### config.mk
export PLATFORM = sky130hd
export DESIGN_NAME = load_store_unit_flat
export DESIGN_NICKNAME = d
export VERILOG_FILES = /design/src/rtl/load_store_unit_if.sv /design/src/rtl/load_store_unit.sv /design/src/flat_wrapper.sv
export SDC_FILE = /design/constraint.sdc
export NUM_CORES = 1
export LEC_CHECK = 0
export ABC_AREA = 1
export ABC_CLOCK_PERIOD_IN_PS = 3300
export CAP_MARGIN = 10
export CORE_MARGIN = 5
export CORE_UTILIZATION = 35
export CTS_CLUSTER_SIZE = 20
export DETAILED_ROUTE_END_ITERATION = 16
export PLACE_DENSITY = 0.69
export SLEW_MARGIN = 30
export SYNTH_ARGS = -nofsm -noshare
export SYNTH_HDL_FRONTEND = slang
export SYNTH_SLANG_ARGS = --single-unit
### constraint.sdc
create_clock -name clk -period 3.3 [get_ports clk]
set_input_delay 0.33 -clock clk [delete_from_list [all_inputs] [get_ports clk]]
set_output_delay 0.33 -clock clk [all_outputs]
set_load 0.02 [all_outputs]
### src/rtl/load_store_unit_if.sv
// rtl/load_store_unit_if.sv - request and data-memory bus bundle for load_store_unit
interface load_store_unit_if;
  logic        req;
  logic        we;
  logic [2:0]  funct3;
  logic [31:0] addr;
  logic [31:0] wdata;
  logic        ready;
  logic        done;
  logic        err;
  logic [31:0] rdata;
  logic [31:0] dm_addr;
  logic [31:0] dm_wdata;
  logic        dm_wr;
  logic [31:0] dm_rdata;

  modport master (
    output req, we, funct3, addr, wdata,
    input  ready, done, err, rdata
  );

  modport slave (
    input  req, we, funct3, addr, wdata, dm_rdata,
    output ready, done, err, rdata, dm_addr, dm_wdata, dm_wr
  );

  modport mem (
    input  dm_addr, dm_wdata, dm_wr,
    output dm_rdata
  );
endinterface

### src/rtl/load_store_unit.sv
// rtl/load_store_unit.sv - byte-addressed load/store front end over a word-wide data memory
module load_store_unit #(
  parameter int ADDR_W = 5
) (
  input  logic             clk,
  input  logic             rst,
  load_store_unit_if.slave bus
);

  typedef enum logic [2:0] {IDLE, RD, LAT, WR, DONE} state_t;

  state_t            state, state_n;
  logic              l_we;
  logic [2:0]        l_f3;
  logic [ADDR_W+1:0] l_addr;
  logic [15:0]       l_wdata;
  logic [31:0]       wbuf;
  logic [31:0]       rdata_q;
  logic              err_q;
  logic              accept;
  logic              req_err;
  logic              req_sw;
  logic [7:0]        byte_sel;
  logic [15:0]       half_sel;
  logic [31:0]       load_val;
  logic [31:0]       merged;
  logic              unused_addr;

  assign accept      = bus.req && (state == IDLE);
  assign req_sw      = bus.we && (bus.funct3 == 3'b010);
  assign unused_addr = ^bus.addr[31:ADDR_W+2];

  always_comb begin
    req_err = 1'b0;
    if (bus.we) begin
      case (bus.funct3)
        3'b000:  req_err = 1'b0;
        3'b001:  req_err = bus.addr[0];
        3'b010:  req_err = (bus.addr[1:0] != 2'b00);
        default: req_err = 1'b1;
      endcase
    end else begin
      case (bus.funct3)
        3'b000, 3'b100: req_err = 1'b0;
        3'b001, 3'b101: req_err = bus.addr[0];
        3'b010:         req_err = (bus.addr[1:0] != 2'b00);
        default:        req_err = 1'b1;
      endcase
    end
  end

  always_ff @(posedge clk or posedge rst) begin
    if (rst) state <= IDLE;
    else     state <= state_n;
  end

  always_comb begin
    state_n = state;
    case (state)
      IDLE: begin
        if (accept) begin
          if (req_err)     state_n = DONE;
          else if (req_sw) state_n = WR;
          else             state_n = RD;
        end
      end
      RD:      state_n = LAT;
      LAT:     state_n = l_we ? WR : DONE;
      WR:      state_n = DONE;
      DONE:    state_n = IDLE;
      default: state_n = IDLE;
    endcase
  end

  // Little-endian lane extraction and merge from the registered read word.
  always_comb begin
    byte_sel = 8'h00;
    case (l_addr[1:0])
      2'd0: byte_sel = bus.dm_rdata[7:0];
      2'd1: byte_sel = bus.dm_rdata[15:8];
      2'd2: byte_sel = bus.dm_rdata[23:16];
      2'd3: byte_sel = bus.dm_rdata[31:24];
      default: byte_sel = 8'h00;
    endcase
    half_sel = l_addr[1] ? bus.dm_rdata[31:16] : bus.dm_rdata[15:0];

    load_val = bus.dm_rdata;
    case (l_f3)
      3'b000:  load_val = {{24{byte_sel[7]}}, byte_sel};
      3'b001:  load_val = {{16{half_sel[15]}}, half_sel};
      3'b100:  load_val = {24'h000000, byte_sel};
      3'b101:  load_val = {16'h0000, half_sel};
      default: load_val = bus.dm_rdata;
    endcase

    merged = bus.dm_rdata;
    if (l_f3[0]) begin
      if (l_addr[1]) merged[31:16] = l_wdata;
      else           merged[15:0]  = l_wdata;
    end else begin
      merged[{l_addr[1:0], 3'b000} +: 8] = l_wdata[7:0];
    end
  end

  always_ff @(posedge clk or posedge rst) begin
    if (rst) begin
      l_we    <= 1'b0;
      l_f3    <= 3'b000;
      l_addr  <= '0;
      l_wdata <= 16'h0000;
      wbuf    <= 32'h0;
      rdata_q <= 32'h0;
      err_q   <= 1'b0;
    end else begin
      if (accept) begin
        l_we    <= bus.we;
        l_f3    <= bus.funct3;
        l_addr  <= bus.addr[ADDR_W+1:0];
        l_wdata <= bus.wdata[15:0];
        err_q   <= req_err;
        if (req_sw && !req_err) wbuf <= bus.wdata;
      end
      if (state == LAT) begin
        if (l_we) wbuf    <= merged;
        else      rdata_q <= load_val;
      end
    end
  end

  assign bus.ready    = (state == IDLE);
  assign bus.done     = (state == DONE);
  assign bus.err      = (state == DONE) && err_q;
  assign bus.rdata    = rdata_q;
  assign bus.dm_wr    = (state == WR);
  assign bus.dm_wdata = wbuf;
  assign bus.dm_addr  = {{(32-ADDR_W){1'b0}}, l_addr[ADDR_W+1:2]};

endmodule

### src/flat_wrapper.sv
// flat-port wrapper written by rule: the top's interface ports become plain ports
module load_store_unit_flat 
#(
  parameter int ADDR_W = 5
)
  (clk, rst, bus_req, bus_we, bus_funct3, bus_addr, bus_wdata, bus_dm_rdata, bus_ready, bus_done, bus_err, bus_rdata, bus_dm_addr, bus_dm_wdata, bus_dm_wr);
  load_store_unit_if bus_i ();
  input  logic clk;
  input  logic rst;
  input wire logic [$bits(bus_i.req)-1:0] bus_req;
  input wire logic [$bits(bus_i.we)-1:0] bus_we;
  input wire logic [$bits(bus_i.funct3)-1:0] bus_funct3;
  input wire logic [$bits(bus_i.addr)-1:0] bus_addr;
  input wire logic [$bits(bus_i.wdata)-1:0] bus_wdata;
  input wire logic [$bits(bus_i.dm_rdata)-1:0] bus_dm_rdata;
  output wire logic [$bits(bus_i.ready)-1:0] bus_ready;
  output wire logic [$bits(bus_i.done)-1:0] bus_done;
  output wire logic [$bits(bus_i.err)-1:0] bus_err;
  output wire logic [$bits(bus_i.rdata)-1:0] bus_rdata;
  output wire logic [$bits(bus_i.dm_addr)-1:0] bus_dm_addr;
  output wire logic [$bits(bus_i.dm_wdata)-1:0] bus_dm_wdata;
  output wire logic [$bits(bus_i.dm_wr)-1:0] bus_dm_wr;
  assign bus_i.req = bus_req;
  assign bus_i.we = bus_we;
  assign bus_i.funct3 = bus_funct3;
  assign bus_i.addr = bus_addr;
  assign bus_i.wdata = bus_wdata;
  assign bus_i.dm_rdata = bus_dm_rdata;
  assign bus_ready = bus_i.ready;
  assign bus_done = bus_i.done;
  assign bus_err = bus_i.err;
  assign bus_rdata = bus_i.rdata;
  assign bus_dm_addr = bus_i.dm_addr;
  assign bus_dm_wdata = bus_i.dm_wdata;
  assign bus_dm_wr = bus_i.dm_wr;
  load_store_unit #(.ADDR_W(ADDR_W)) u_core (.clk(clk), .rst(rst), .bus(bus_i));
endmodule
==> metrics.md, run 1 <==
| Metric | Value |
|---|---|
| Outcome | finished, final reports clean |
| Initial antenna violation count | 0 |
| Post-cts sizing count | 0 |
| Max Fclk | 409 MHz |
| Max VDD drop | 0.413 mV |
| Antenna Cells | 0 |
| Final min period | 2.44 ns |
| DRC Markers | 0 |
| Clk_skew | 0.00906 ns |
| Crit Path Category | reg2reg |
| Synth Area in Simple Gates | 28.7% |
| Vias in the first global route | 5984 |
| Xor and xnor area share after synthesis | 0% |
| Worst min path class | in2async |
| Largest cells by area after synthesis | dfrtp_1 38%, nand2_1 19%, inv_1 7.4%, o21ai_0 6.8%, nand3_1 5.4% |
| Max-Cap Viols | 0 |
| Fin nets | 1156 |
| Initial Util | 35.7% |
| Synth top cells by count | 315 x nand2_1, 122 x inv_1, 95 x dfrtp_1 |
| Slew HR | 47.6% |
| RSZ-0062 raised after global routing | no |
| Slew @ Worst Pin | 0.784 ns |
| # IOs | 203 |
| YS warnings | 0 |
| Pleak | 4.00 nW |
| Top-count cell post-synth | nand2_1 |
| R2R Path End | u_core.bus.rdata[1]$_DFFE_PP0P_ |
| Routed WL | 20300 microns |
| CP max FO | 17 |
| Mapped Area | 6180 sq um |
| Main synth FF type | dfrtp_1 |
| Fin. max-slew vios | 0 |
| Crit path setup slack, layout | 0.858 ns |
| Routed via count | 6296 |
| Pin count of the biggest net entering global routing | 47 |
| 1st-pass router iterations | 4 |
| Setup crit end kind | flop |
| Reg2reg path depth | 8 |
| Placer Congestion | 0.939 |
| Power Dens Cells | 918 nW/um^2 |
| Die area | 20400 sq um |
| Final Hold Viols | 0 |
| Cells after synthesis | 926 |
| Input/output buffers | 150 |
| Period utilization | 74.0% |
| Setup TNS | 0 ns |
| CP dominant cell by count | inv_1 |
| Adder-cell share of the synthesized area | 1.01% |
| Synth top area share | 38.5% |
| Compound-Gate Fraction of Synth Area | 16.4% |
| WL/cell | 15.9 microns |
| Placed cell areas | 7730 sq um |
| Total chip power | 7.33 mW |
| Clk sinks | 95 |
| Vias/cell | 4.93 |
| Largest family of logic cells by synthesized area | simple AND/OR/NAND/NOR gates |
| EDFF count, synth | 0 |
| CP required | 3.53 ns |
| Post-Layout Inst Area | 7990 sq um |
| Row cnt | 48 |
| First-pass GRT wire length | 32300 microns |
| Total grt overflow | 0 |
| Post-DRT Antenna Nets | 0 |
| Top cell type by total area after synthesis | dfrtp_1 |
| Internal reg-to-reg setup slack | 0.86 ns |
| CTS buffer count | 9 |
| CTS max path bufs | 2 |
| Cts hold-fix bufs | 0 |
| Yosys reg bits | 95 |
| Die Ht | 143 microns |
| Critical Path Max Stage Delay | 0.64 ns |
| Sequential fraction of the synthesis area | 38.5% |
| Fraction of synthesized area in multiplexers | 0% |
| Dpl hpwl | 15100 microns |
| Clock root cell | clkbuf_16 |
| Die width | 143 microns |
| H-tree levels | 3 |
| Area growth, synth to finish | 29.3% |
| Clk_lat worst skew | 0.36 ns |
| Starting DRT DRC Count | 472 |
| Netlist cell types | 29 |
| Avg Inst Size Synth | 6.67 sq um |
| CTS tree | yes |
| Share of cells above drive strength 1 | 4.08% |
| Clock transition at path regs | 0.07 ns |
| CP max stage cell | ha_1 |
| Setup Buffers After CTS | 0 |
| Setup Viol. Count Final | 0 |
| Fraction of registers with async set/reset | 100% |
| Crit path DAT | 2.68 ns |
| Pre-CTS WS | 0.920 ns |
| Overall global routing resource usage | 20.0% |
| Reg2reg start | u_core.l_addr[0]$_DFFE_PP0P_ |
| Hold_ws | 0.246 ns |
| Worst path cell trace | inv_1 -> ha_1 -> nor2_1 -> buf_4 -> o21ai_1 -> inv_1 -> o211ai_1 -> nand2_1 |
| Crit start category | flop |
| Area of the core | 17300 sq um |
-- power breakdown --
| part | switching (mW) | total (mW) | leakage, nW | internal (mW) |
|---|---|---|---|---|
| Combinational | 2.59 | 4.25 | 2.70 | 1.66 |
| Clock | 0.465 | 0.974 | 0.126 | 0.509 |
| Sequential | 0.380 | 2.11 | 1.16 | 1.73 |
-- worst max-delay path: cells and delay by family (launching register included) --
| family | cells | cell delay, ns |
|---|---|---|
| buf+inv | 3 | 0.53 |
| flops | 1 | 0.52 |
| compound gates | 2 | 0.46 |
| fa+ha+maj | 1 | 0.64 |
| simple gates | 2 | 0.17 |
-- stage by stage --
step                      cells  util, %
final                      1278     46.2
after global routing       1278     46.2
after global placement     1262     44.7
after detailed placement   1262     44.7
after CTS                  1278     46.2
after floorplan             952        -
-- per-layer routing --
metal | global-route usage [%] | vias up | wire, microns
met3 | 4.45 | 26 | 1630
met2 | 31.4 | 210 | 9360
met5 | 0 | - | 0
met4 | 6.05 | 0 | 342
met1 | 27.6 | 2929 | 8990
li1 | - | 3131 | -
-- registers in the layout, summed over array words and instances, names as in the netlist --
signal               count
u_core.bus.dm_wdata     32
u_core.bus.rdata        32
u_core.err_q             1
u_core.l_addr            7
u_core.l_f3              3
u_core.l_wdata          16
u_core.l_we              1
u_core.state             3
-- cell type report --
class	instances	area (sq um)
fillers	1808	9310
inverters	130	490
clock buffers	12	236
repair buffers	166	1630
multi-input cells	646	2950
clock inverters	4	22.5
well taps	225	282
flip-flops and latches	95	2380
-- kinds of logic (layout without fill, tap and decap cells) --
logic type	count (synthesis)	in the layout
AOI/OAI and AO/OA	182	182
adders and majority gates	5	5
other	1	27
DFF	95	95
and+or+nand+nor	432	432
buffers and inverters	211	312
-- worst max path at each step --
stage | start | endpoint | slack [ns] | cells after the start
detailed placement | u_core.l_addr[0]$_DFFE_PP0P_ | u_core.bus.rdata[1]$_DFFE_PP0P_ | 0.92 | 8
floorplan | rst | u_core.bus.dm_wdata[0]$_DFF_PP0_ | 0.49 | 1
CTS | u_core.l_addr[0]$_DFFE_PP0P_ | u_core.bus.rdata[5]$_DFFE_PP0P_ | 0.89 | 8
global route | u_core.l_addr[0]$_DFFE_PP0P_ | u_core.bus.rdata[1]$_DFFE_PP0P_ | 0.68 | 8
global placement | u_core.l_addr[0]$_DFFE_PP0P_ | u_core.bus.rdata[5]$_DFFE_PP0P_ | 0.90 | 8
finish | u_core.l_addr[0]$_DFFE_PP0P_ | u_core.bus.rdata[1]$_DFFE_PP0P_ | 0.86 | 8
-- layout by cell type, fill, tap and decap left out, types with 10 or more instances in the layout --
cell,instances
o211ai_1,10
a22oi_1,16
nand2_1,315
conb_1,27
buf_4,15
o21ai_0,84
dfrtp_1,95
a21oi_1,48
clkdlybuf4s50_1,150
inv_1,121
nand4_1,10
nand3_1,67
nor2_1,26
Power figures use the tool's default switching activity.
==> run 2, diff against run 1 <==
Settings changed: ABC_CLOCK_PERIOD_IN_PS 3300 to 2000, PLACE_DENSITY 0.69 to 0.71.
Clock period 3.3 ns to 2 ns, I/O delays scaled along.
==> metrics.md, run 2 (same netlist as run 1, synthesis figures left out) <==
| Metric | Value |
|---|---|
| Post-Layout Inst Area | 8150 sq um (was 7990 sq um) |
| Worst path cell trace | inv_2 -> nand3_2 -> inv_1 -> clkdlybuf4s50_1 (was inv_1 -> ha_1 -> nor2_1 -> buf_4 -> o21ai_1 -> inv_1 -> o211ai_1 -> nand2_1) |
| Overall global routing resource usage | 19.7% (was 20.0%) |
| Setup crit end kind | primary output (was flop) |
| Internal reg-to-reg setup slack | 0.16 ns (was 0.86 ns) |
| Die Ht | 143 microns (unchanged) |
| Critical Path Max Stage Delay | 0.61 ns (was 0.64 ns) |
| Slew HR | 58.5% (was 47.6%) |
| Register area | 2380 sq um (unchanged) |
| CP max FO | 5 (was 17) |
| Share of cells above drive strength 1 | 5.46% (was 4.08%) |
| Clk_skew | 0.00652 ns (was 0.00906 ns) |
| Setup Buffers After CTS | 0 (unchanged) |
| CTS buffer count | 9 (unchanged) |
| Clock root cell | clkbuf_16 (unchanged) |
| Reg2reg start | u_core.l_addr[0]$_DFFE_PP0P_ (unchanged) |
| Die width | 143 microns (unchanged) |
| Antenna Cells | 0 (unchanged) |
| Final min period | 1.91 ns |
| Area of the core | 17300 sq um (unchanged) |
| Outcome | finished, final reports clean (unchanged) |
| Reg2reg path depth | 10 (was 8) |
| # IOs | 203 (unchanged) |
| Clock transition at path regs | 0.06 ns (was 0.07 ns) |
| CP max stage cell | clkdlybuf4s50_1 (was ha_1) |
| Post-cts sizing count | 0 (unchanged) |
| CTS tree | yes (unchanged) |
| Placer Congestion | 0.953 (was 0.939) |
| Clk sinks | 95 (unchanged) |
| Period utilization | 95.6% |
| First-pass GRT wire length | 31500 microns (was 32300 microns) |
| Initial antenna violation count | 0 (unchanged) |
| Vias/cell | 4.89 (was 4.93) |
| Routed WL | 20300 microns (about the same) |
| CTS max path bufs | 2 (unchanged) |
| Routed via count | 6293 (was 6296) |
| WL/cell | 15.7 microns (was 15.9 microns) |
| DRC Markers | 0 (unchanged) |
| Pre-CTS WS | 0.119 ns (was 0.920 ns) |
| CP required | 1.80 ns (was 3.53 ns) |
| Area growth, synth to finish | 32.0% (was 29.3%) |
| Max Fclk | 523 MHz |
| Pin count of the biggest net entering global routing | 96 (was 47) |
| Setup crit end | bus_ready (was u_core.bus.rdata[1]$_DFFE_PP0P_) |
| Die area | 20400 sq um (unchanged) |
| Max-Cap Viols | 0 (unchanged) |
| Max VDD drop | 0.841 mV (was 0.413 mV) |
| Most common cell after layout, fill and taps aside | nand2_1 (unchanged) |
| Worst setup startpoint | u_core.state[2]$_DFFE_PP0P_ (was u_core.l_addr[0]$_DFFE_PP0P_) |
| Initial Util | 35.7% (unchanged) |
| R2R Path End | u_core.bus.rdata[13]$_DFFE_PP0P_ (was u_core.bus.rdata[1]$_DFFE_PP0P_) |
| H-tree levels | 3 (unchanged) |
| Crit Path Category | reg2out (was reg2reg) |
| Most frequent cells in the layout | 315 x nand2_1, 149 x clkdlybuf4s50_1, 120 x inv_1, 95 x dfrtp_1, 83 x o21ai_0 (was 315 x nand2_1, 150 x clkdlybuf4s50_1, 121 x inv_1, 95 x dfrtp_1, 84 x o21ai_0) |
| Post-DRT Antenna Nets | 0 (unchanged) |
| Fin nets | 1166 (was 1156) |
| Hold_ws | 0.336 ns (was 0.246 ns) |
| Final Hold Viols | 0 (unchanged) |
| Cts hold-fix bufs | 0 (unchanged) |
| Fin. max-slew vios | 0 (unchanged) |
| Starting DRT DRC Count | 497 (was 472) |
| Power Dens Cells | 1520 nW/um^2 (was 918 nW/um^2) |
| RSZ-0062 raised after global routing | no (unchanged) |
| Clk_lat worst skew | 0.35 ns (was 0.36 ns) |
| Slew @ Worst Pin | 0.622 ns (was 0.784 ns) |
| Crit path DAT | 1.71 ns (was 2.68 ns) |
| 1st-pass router iterations | 5 (was 4) |
| Dpl hpwl | 15200 microns (was 15100 microns) |
| Placed cell areas | 7850 sq um (was 7730 sq um) |
| Setup TNS | 0 ns (unchanged) |
| Input/output buffers | 150 (unchanged) |
| Filler cell count | 1805 (was 1808) |
| Crit start category | flop (unchanged) |
| Row cnt | 48 (unchanged) |
| Vias in the first global route | 5830 (was 5984) |
| Crit path setup slack, layout | 0.0883 ns (was 0.858 ns) |
| Worst min path class | in2async (unchanged) |
| Pleak | 4.10 nW (was 4.00 nW) |
| Setup Viol. Count Final | 0 (unchanged) |
| Total grt overflow | 0 (unchanged) |
| Multi-input logic area | 2960 sq um (was 2950 sq um) |
run 2: how the worst min path moves through the flow:
| stage | endpoint | slack [ns] |
|---|---|---|
| after CTS | u_core.bus.rdata[12]$_DFFE_PP0P_ | 0.37 |
| after global routing | u_core.l_addr[2]$_DFFE_PP0P_ | 0.38 |
| after global placement | u_core.l_addr[6]$_DFFE_PP0P_ | 0.46 |
| final | u_core.err_q$_DFFE_PP0P_ | 0.34 |
| after floorplan | u_core.l_addr[2]$_DFFE_PP0P_ | 0.32 |
| after detailed placement | u_core.l_addr[6]$_DFFE_PP0P_ | 0.46 |
run 2: area by class of cell:
class | instances | area share [%]
Clock buffer | 12 | 3.02
Inverter | 130 | 6.03
Tap cell | 225 | 3.45
Timing Repair Buffer | 176 | 21.5
Sequential cell | 95 | 29.2
Multi-Input combinational cell | 646 | 36.3
Clock inverter | 4 | 0.553
run 2: metrics by stage:
stage / std cells / total power, mW / util [%]
finish: 1288 / 12.4 / 47.1
global route: 1288 / 13.4 / 47.1
CTS: 1288 / 12.4 / 47.0
detailed placement: 1272 / 10.6 / 45.4
global placement: 1272 / 10.6 / 45.4
floorplan: 952 / 7.86 / -
run 2: routing by layer:
layer  track usage (%)  part of all wire [%]  vias to the layer above
li1                  -                     -                     3151
met3              4.72                   8.3                       22
met4              5.60                   1.5                        0
met5                 0                     0                        -
met2              30.8                    45                      228
met1              27.2                    45                     2892
run 2: worst max-delay path: cells and delay by family (launching register included):
| family | cells | cell delay, ns |
|---|---|---|
| buf+inv | 3 | 0.85 |
| flops | 1 | 0.40 |
| simple gates | 1 | 0.12 |
run 2: power breakdown:
group          internal [mW]  leakage (nW)  switching, mW  total (mW)
combinational           2.86          2.78           4.36        7.22
sequential              2.85          1.16          0.604        3.46
clock                  0.999         0.146          0.748        1.75
==> run 3, diff against run 2 <==
Settings changed: GPL_ROUTABILITY_DRIVEN set to 0, SLEW_MARGIN 30 to not set.
==> metrics.md, run 3 (same netlist as run 1, synthesis figures left out) <==
| Metric | Value |
|---|---|
| Outcome | finished, final reports clean (unchanged) |
| CP max FO | 5 (unchanged) |
| Crit start category | flop (unchanged) |
| Final Hold Viols | 0 (unchanged) |
| Most common cell after layout, fill and taps aside | nand2_1 (unchanged) |
| Worst min path class | in2async (unchanged) |
| Setup TNS | 0 ns (unchanged) |
| Input/output buffers | 150 (unchanged) |
| Fin. max-slew vios | 0 (unchanged) |
| Crit path DAT | 1.70 ns (was 1.71 ns) |
| First-pass GRT wire length | 31100 microns (was 31500 microns) |
| Vias in the first global route | 5798 (was 5830) |
| Setup Viol. Count Final | 0 (unchanged) |
| Max Fclk | 527 MHz (was 523 MHz) |
| Worst path cell trace | inv_2 -> nand2_1 -> nor3_1 -> clkdlybuf4s50_1 (was inv_2 -> nand3_2 -> inv_1 -> clkdlybuf4s50_1) |
| WL/cell | 15.5 microns (was 15.7 microns) |
| CTS buffer count | 9 (unchanged) |
| Clock root cell | clkbuf_16 (unchanged) |
| Period utilization | 94.9% (was 95.6%) |
| Die area | 20400 sq um (unchanged) |
| Crit Path Category | reg2out (unchanged) |
| Pin count of the biggest net entering global routing | 49 (was 96) |
| Row cnt | 48 (unchanged) |
| Internal reg-to-reg setup slack | 0.14 ns (was 0.16 ns) |
| Setup Buffers After CTS | 0 (unchanged) |
| Max-Cap Viols | 0 (unchanged) |
| Cts hold-fix bufs | 0 (unchanged) |
| Slew HR | 56.7% (was 58.5%) |
| Initial Util | 35.7% (unchanged) |
| Critical Path Max Stage Delay | 0.63 ns (was 0.61 ns) |
| Total grt overflow | 0 (unchanged) |
| CTS tree | yes (unchanged) |
| Clock transition at path regs | 0.06 ns (about the same) |
| Initial antenna violation count | 0 (unchanged) |
| Fin nets | 1167 (was 1166) |
| Reg2reg start | u_core.l_addr[1]$_DFFE_PP0P_ (was u_core.l_addr[0]$_DFFE_PP0P_) |
| Clk_lat worst skew | 0.35 ns (about the same) |
| Hold_ws | 0.298 ns (was 0.336 ns) |
| # IOs | 203 (unchanged) |
| Share of cells above drive strength 1 | 5.55% (was 5.46%) |
| CP max stage cell | clkdlybuf4s50_1 (unchanged) |
| H-tree levels | 3 (unchanged) |
| Most frequent cells in the layout | 315 x nand2_1, 148 x clkdlybuf4s50_1, 121 x inv_1, 95 x dfrtp_1, 84 x o21ai_0 (was 315 x nand2_1, 149 x clkdlybuf4s50_1, 120 x inv_1, 95 x dfrtp_1, 83 x o21ai_0) |
| Post-cts sizing count | 0 (unchanged) |
| RSZ-0062 raised after global routing | no (unchanged) |
| Starting DRT DRC Count | 528 (was 497) |
| Post-DRT Antenna Nets | 0 (unchanged) |
| Clk_skew | 0.00562 ns (was 0.00652 ns) |
| 1st-pass router iterations | 5 (unchanged) |
| Max VDD drop | 0.760 mV (was 0.841 mV) |
| Die Ht | 143 microns (unchanged) |
| Fin cells | 1289 (was 1288) |
| Power Dens Cells | 1500 nW/um^2 (was 1520 nW/um^2) |
| Area growth, synth to finish | 32.1% (was 32.0%) |
| Final min period | 1.90 ns (was 1.91 ns) |
| CTS max path bufs | 2 (unchanged) |
| Clk sinks | 95 (unchanged) |
| Area of the core | 17300 sq um (unchanged) |
| Dpl hpwl | 15100 microns (was 15200 microns) |
| Die width | 143 microns (unchanged) |
| Pleak | 4.11 nW (was 4.10 nW) |
| Routed WL | 20000 microns (was 20300 microns) |
| Overall global routing resource usage | 19.3% (was 19.7%) |
| Setup crit end kind | primary output (unchanged) |
| Antenna Cells | 0 (unchanged) |
| CP required | 1.80 ns (about the same) |
| Reg2reg path depth | 8 (was 10) |
| Routed via count | 6296 (was 6293) |
| Slew @ Worst Pin | 0.649 ns (was 0.622 ns) |
| Placed cells | 1273 (was 1272) |
| DRC Markers | 0 (unchanged) |
| R2R Path End | u_core.bus.rdata[6]$_DFFE_PP0P_ (was u_core.bus.rdata[13]$_DFFE_PP0P_) |
| Vias/cell | 4.88 (was 4.89) |
==> run 3: stage by stage <==
stage          worst slack (ns)  total power [mW]  utilization (%)  area [sq um]
6_report                  0.103              12.2             47.1          8160
5_1_grt                  0.0102              13.2             47.1          8160
4_1_cts                  0.0691              12.3             47.1          8140
3_5_place_dp              0.129              10.6             45.5          7870
3_3_place_gp              0.168              10.5             45.5          7870
2_1_floorplan            0.0714              7.86                -          6280
==> run 3: how the worst max path moves through the flow <==
stage,start,endpoint,slack [ns],cells past startpoint
final,u_core.state[1]$_DFFE_PP0P_,bus_err,0.10,4
after global routing,u_core.l_addr[1]$_DFFE_PP0P_,u_core.bus.dm_wdata[6]$_DFF_PP0_,0.01,9
after CTS,u_core.state[2]$_DFFE_PP0P_,bus_ready,0.07,4
after detailed placement,bus_funct3[0],u_core.bus.dm_wdata[4]$_DFF_PP0_,0.13,11
after global placement,u_core.l_addr[1]$_DFFE_PP0P_,u_core.bus.dm_wdata[22]$_DFF_PP0_,0.17,10
after floorplan,u_core.l_addr[1]$_DFFE_PP0P_,u_core.bus.rdata[6]$_DFFE_PP0P_,0.07,11
==> run 3: power by group <==
part / switching [mW] / internal (mW) / leakage (nW)
combinational: 4.32 / 2.85 / 2.80
sequential: 0.586 / 2.85 / 1.16
clock: 0.730 / 0.903 / 0.142
total: 5.64 / 6.61 / 4.11
==> run 3: layout make-up <==
class	count	area, sq um
Clock buffer	12	256
Clock inverter	4	20.0
Fill cell	1754	9140
Inverter	130	492
Multi-Input combinational cell	646	2960
Sequential cell	95	2380
Tap cell	225	282
Timing Repair Buffer	177	1770
==> run 3: worst max-delay path, delay by kind of cell, from the launching register on <==
kind | cells | cell delay, ns
flops | 1 | 0.41
simple gates | 2 | 0.21
buf+inv | 2 | 0.73
==> run 3: per-layer routing <==
layer / track usage [%] / routed length, microns
met5: 0 / 0
met4: 3.65 / 229
met3: 6.53 / 1960
met2: 30.8 / 9290
met1: 25.9 / 8500
